## config.mk

```make
export PLATFORM = sky130hd
export DESIGN_NAME = word_serializer
export DESIGN_NICKNAME = d
export VERILOG_FILES = /design/src/rtl/seq_pkg.sv /design/src/rtl/word_serializer_fifo.sv /design/src/rtl/word_serializer.sv
export SDC_FILE = /design/constraint.sdc
export NUM_CORES = 1
export LEC_CHECK = 0
export ABC_CLOCK_PERIOD_IN_PS = 2400
export BUFFER_PORTS_ARGS = -buffer_cell sky130_fd_sc_hd__buf_4
export CAP_MARGIN = 25
export CORE_UTILIZATION = 23
export CTS_CLUSTER_SIZE = 40
export DETAILED_ROUTE_END_ITERATION = 12
export PLACE_DENSITY = 0.47
export SLEW_MARGIN = 20
export SYNTH_ARGS = -nofsm -noshare
export SYNTH_HDL_FRONTEND = slang
export SYNTH_SLANG_ARGS = --single-unit
```

## constraint.sdc

```tcl
create_clock -name clk -period 2.4 [get_ports clk]
set_input_delay 0.36 -clock clk [delete_from_list [all_inputs] [get_ports clk]]
set_output_delay 0.36 -clock clk [all_outputs]
set_load 0.05 [all_outputs]
```

## src/rtl/seq_pkg.sv

```systemverilog
// Shared definitions for the serial word path: word width and serializer states.
package seq_pkg;

  localparam int WORD_W = 7;

  typedef enum logic {
    IDLE  = 1'b0,
    SHIFT = 1'b1
  } ser_state_e;

endpackage

```

## src/rtl/word_serializer_fifo.sv

```systemverilog
// Small circular word buffer with occupancy count, feeding the serializer.
module word_fifo
  import seq_pkg::*;
#(
  parameter int WIDTH = WORD_W,
  parameter int DEPTH = 2
) (
  input  logic                     clk,
  input  logic                     reset,
  input  logic                     push,
  input  logic [WIDTH-1:0]         wdata,
  input  logic                     pop,
  output logic [WIDTH-1:0]         rdata,
  output logic                     full,
  output logic                     empty,
  output logic [$clog2(DEPTH):0]   count
);

  localparam int PTR_W = $clog2(DEPTH);
  localparam int CNT_W = PTR_W + 1;

  logic [WIDTH-1:0] mem_q [DEPTH];
  logic [PTR_W-1:0] wr_ptr_q;
  logic [PTR_W-1:0] rd_ptr_q;
  logic [CNT_W-1:0] count_q;

  // Storage array; contents are don't-care until written, so it carries no reset.
  always_ff @(posedge clk) begin
    if (push) begin
      mem_q[wr_ptr_q] <= wdata;
    end
  end

  // Pointers wrap naturally since DEPTH is a power of two; count tracks net push/pop.
  always_ff @(posedge clk or negedge reset) begin
    if (!reset) begin
      wr_ptr_q <= '0;
      rd_ptr_q <= '0;
      count_q  <= '0;
    end else begin
      if (push) begin
        wr_ptr_q <= wr_ptr_q + PTR_W'(1);
      end
      if (pop) begin
        rd_ptr_q <= rd_ptr_q + PTR_W'(1);
      end
      case ({push, pop})
        2'b10:   count_q <= count_q + CNT_W'(1);
        2'b01:   count_q <= count_q - CNT_W'(1);
        default: count_q <= count_q;
      endcase
    end
  end

  assign rdata = mem_q[rd_ptr_q];
  assign full  = (count_q == CNT_W'(DEPTH));
  assign empty = (count_q == '0);
  assign count = count_q;

endmodule

```

## src/rtl/word_serializer.sv

```systemverilog
// Buffers parallel words and shifts them out MSB-first with bit index and framing flags.
module word_serializer
  import seq_pkg::*;
#(
  parameter int WIDTH = WORD_W,
  parameter int DEPTH = 2
) (
  input  logic                       clk,
  input  logic                       reset,
  input  logic [WIDTH-1:0]           in_word,
  input  logic                       in_valid,
  output logic                       in_ready,
  output logic                       ser_bit,
  output logic                       ser_valid,
  input  logic                       ser_ready,
  output logic [$clog2(WIDTH)-1:0]   bit_idx,
  output logic                       word_first,
  output logic                       word_last,
  output logic [$clog2(DEPTH):0]     words_pend
);

  localparam int IDX_W = $clog2(WIDTH);
  localparam logic [IDX_W-1:0] TOP_IDX = IDX_W'(WIDTH - 1);

  ser_state_e       state_q;
  logic [WIDTH-1:0] shreg_q;
  logic [IDX_W-1:0] bit_idx_q;

  logic             fifo_push;
  logic             fifo_pop;
  logic [WIDTH-1:0] fifo_rdata;
  logic             fifo_full;
  logic             fifo_empty;

  // in_ready comes straight from the registered occupancy, so a pop on the
  // same edge never lets a push into a full buffer.
  assign in_ready  = !fifo_full;
  assign fifo_push = in_valid && !fifo_full;
  assign fifo_pop  = !fifo_empty &&
                     ((state_q == IDLE) || (ser_ready && (bit_idx_q == '0)));

  word_fifo #(
    .WIDTH (WIDTH),
    .DEPTH (DEPTH)
  ) u_fifo (
    .clk   (clk),
    .reset (reset),
    .push  (fifo_push),
    .wdata (in_word),
    .pop   (fifo_pop),
    .rdata (fifo_rdata),
    .full  (fifo_full),
    .empty (fifo_empty),
    .count (words_pend)
  );

  // Serializer FSM: loads the head word, shifts left on each beat, and reloads
  // on the last bit when another word is waiting so words run back-to-back.
  always_ff @(posedge clk or negedge reset) begin
    if (!reset) begin
      state_q   <= IDLE;
      shreg_q   <= '0;
      bit_idx_q <= TOP_IDX;
    end else begin
      case (state_q)
        IDLE: begin
          if (!fifo_empty) begin
            state_q   <= SHIFT;
            shreg_q   <= fifo_rdata;
            bit_idx_q <= TOP_IDX;
          end
        end
        SHIFT: begin
          if (ser_ready) begin
            if (bit_idx_q != '0) begin
              bit_idx_q <= bit_idx_q - IDX_W'(1);
              shreg_q   <= {shreg_q[WIDTH-2:0], 1'b0};
            end else if (!fifo_empty) begin
              shreg_q   <= fifo_rdata;
              bit_idx_q <= TOP_IDX;
            end else begin
              state_q   <= IDLE;
              bit_idx_q <= TOP_IDX;
            end
          end
        end
        default: begin
          state_q   <= IDLE;
          bit_idx_q <= TOP_IDX;
        end
      endcase
    end
  end

  // The current bit always sits at the MSB of the shift register.
  assign ser_bit    = shreg_q[WIDTH-1];
  assign ser_valid  = (state_q == SHIFT);
  assign bit_idx    = bit_idx_q;
  assign word_first = ser_valid && (bit_idx_q == TOP_IDX);
  assign word_last  = ser_valid && (bit_idx_q == '0);

endmodule

```

==> results.py <==
metrics = {
    "status": {
        "status": "completed",
    },
    "global_routing": {
        "grt_use_met1": 0.0904,
        "use_met3": 0.0371,
        "grt_pass1_wl_um": 3730,
        "antenna_found_initial": 0,
        "use_met2": 0.140,
        "gr-usage-all-layers": 0.0846,
        "grt_pass1_vias": 772,
        "grt_max_degree": 16,
        "grt_overflow_total": 0,
        "busiest_layer": "met2",
    },
    "critical_path": {
        "crit_path_end_kind": "flip-flop",
        "reg2reg_slack_ns": 0.59,
        "worstPathArrival_ns": 2.01,
        "rr_worst_depth": 8,
        "cp-start-kind": "flip-flop",
        "r2r_end": "u_fifo.count[1]$_DFFE_PN0P_",
        "crit_start": "bit_idx[1]$_DFFE_PN1P_",
        "crit_required_ns": 2.60,
        "crit_type": "reg -> reg",
        "critPathMaxFanout": 5,
        "rr_startpoint": "bit_idx[1]$_DFFE_PN1P_",
    },
    "sta": {
        "skew_ns": 0.00568,
        "slew_viol_final": 0,
        "tns_ns": 0,
        "min_period_ns": 1.81,
        "rsz0062_at_grt": "no",
        "fin_crit_sh": 0.753,
        "slew_headroom": 0.594,
        "layout_setup_ws_ns": 0.594,
        "tightest_slew_ns": 0.607,
        "max_freq_ghz": 0.554,
        "setup_viol": 0,
        "hold_viol_final": 0,
    },
    "drt": {
        "ant_nets": 0,
        "dr_total_vias": 794,
        "drtIter0Drc": 30,
        "via_per_inst": 4.16,
        "postRouteWirelength_um": 2210,
        "drc": 0,
        "dr.pass1.iters": 4,
        "wl_per_cell_um": 11.6,
    },
    "die": {
        "io_pins": 21,
        "die_area_um2": 5840,
        "coreArea_um2": 5200,
        "row_count": 26,
        "start_util": 0.245,
        "die_w_um": 76.4,
        "die_h_um": 76.4,
    },
    "synth": {
        "synthMostInstantiatedCell": "edfxtp_1",
        "ys_seq_elements": 29,
        "ys_types": 28,
        "synth_top_area_cell": "edfxtp_1",
        "synth.area.top_cells": "edfxtp_1 33%, dfrtp_1 26%, mux2i_1 4.7%",
        "seq_area_frac_synth": 0.627,
        "syn_area_um2": 1270,
        "avgSynthCellArea_um2": 13.6,
        "synth_edf_count": 14,
        "synthTopCellsByCount": "14 x edfxtp_1, 13 x dfrtp_1, 8 x nor2_1, 6 x inv_1, 6 x mux2i_1",
        "ys_warn_count": 0,
        "ys.flop_type": "edfxtp_1",
        "synthCells": 94,
        "syn_nets": 109,
        "synth.top_cell.area_share": 0.330,
        "ys_async_sr_fraction": 0.517,
    },
    "layout": {
        "final_cells": 191,
        "areaGrowthSynthToFinish_pct": 27.0,
        "diodes": 0,
        "multiInputGateArea_um2": 425,
        "nFillCells": 536,
        "nets": 135,
        "drive_above_1_share": 0.322,
        "seqCellArea_um2": 798,
    },
    "cts": {
        "cts_sinks": 29,
        "clk_pin_slew_worst_paths_ns": 0.06,
        "htree_num_levels": 2,
        "cts.path.max_buffers": 2,
        "clk_latency_ns": 0.28,
        "numCtsBuffers": 5,
        "post_cts_buffers": 0,
        "cts_tree": "built",
        "root_buffer": "clkbuf_8",
    },
    "worst_hold_path": {
        "whs_endpoint": "u_fifo.mem_q[0][1]$_DFFE_PP_",
        "holdPathStages": 1,
        "min_from": "in_word[1]",
        "min_path_type": "in -> reg",
    },
    "placement": {
        "dp.cells": 182,
        "place_ws_ns": 0.613,
        "place_hpwl_um": 1610,
        "gp_congestion": 0.740,
        "io_buffers": 20,
    },
    "power": {
        "p_per_area_nw_per_um2": 1310,
        "leakage_nw": 0.716,
        "vdd_drop_max_v": 0.000417,
    },
    "flow_run": {
        "drv_cap": 0,
    },
}
## area by class of cell
cell class	instances	area share
clock buffers	7	0.0534
clock inverters	1	0.0186
inverters	6	0.0139
multi-input cells	56	0.263
flip-flops and latches	29	0.493
well taps	70	0.0541
repair buffers	22	0.104
## where the power goes
part           total [mW]  internal, mW  switching, mW
Combinational       0.773         0.294          0.479
Clock               0.517         0.338          0.180
Sequential          0.836         0.704          0.132
## how the worst max path moves through the flow
stage | end | depth (start not counted)
finish | u_fifo.count[1]$_DFFE_PN0P_ | 8
floorplan | u_fifo.mem_q[0][0]$_DFFE_PP_ | 3
global placement | u_fifo.count[1]$_DFFE_PN0P_ | 8
CTS | word_last | 5
detailed placement | u_fifo.count[1]$_DFFE_PN0P_ | 8
global route | u_fifo.count[1]$_DFFE_PN0P_ | 9
## routing by layer
metal	routed length (um)	vias up
li1	-	388
met1	962	386
met2	1110	14
met3	94	6
met4	45	0
met5	0	-
## timing repair
| action | 4_1_cts | 5_1_grt |
|---|---|---|
| hold buffers | 1 | 0 |
| hold endpoints to repair | 13 | 0 |
| gates resized for setup | 0 | 0 |
## layout by cell type (no fill, tap or decap), types with 4 or more instances in the layout
| master | count |
|---|---|
| xnor2_1 | 4 |
| buf_4 | 21 |
| inv_1 | 6 |
| dfrtp_1 | 13 |
| edfxtp_1 | 14 |
| clkbuf_8 | 6 |
| a221o_1 | 5 |
| nor2_1 | 8 |
| mux2i_1 | 6 |
| o21ai_0 | 4 |
| ha_1 | 4 |
| nor2_2 | 5 |
## state kept, by name, indices dropped and copies added, names as in the netlist
signal,count
bit_idx,3
u_fifo.wr_ptr_q,1
u_fifo.count,2
shreg_q,7
ser_valid,1
u_fifo.rd_ptr_q,1
u_fifo.mem_q,14
## worst max-delay path, cell delays in order, from the launching register on
cell	delay, ns
dfstp_2	0.55
inv_1	0.06
ha_1	0.21
nand2b_4	0.10
a211o_1	0.15
inv_1	0.05
ha_1	0.31
nor2_1	0.14
xor2_1	0.16
## metrics by stage
stage / util / hold WS, ns / cell area (um^2) / power [mW]
6_report: 0.311 / 0.262 / 1620 / 2.13
5_1_grt: 0.311 / 0.247 / 1620 / 2.24
4_1_cts: 0.311 / 0.255 / 1620 / 2.16
3_5_place_dp: 0.287 / 0.229 / 1490 / 1.63
3_3_place_gp: 0.287 / 0.227 / 1490 / 1.61
2_1_floorplan: - / 0.0644 / 1270 / 1.41
## kinds of logic after synthesis
group                    count (synthesis)  synth area share
adder cells (fa/ha/maj)                  4            0.0393
flip-flops                              29             0.627
AND/OR/NAND/NOR                         23             0.101
buffers and inverters                    9            0.0393
AO/OA/AOI/OAI                           17             0.103
multiplexers                             7            0.0560
XOR/XNOR                                 5            0.0344
Power figures use the tool's default switching activity.
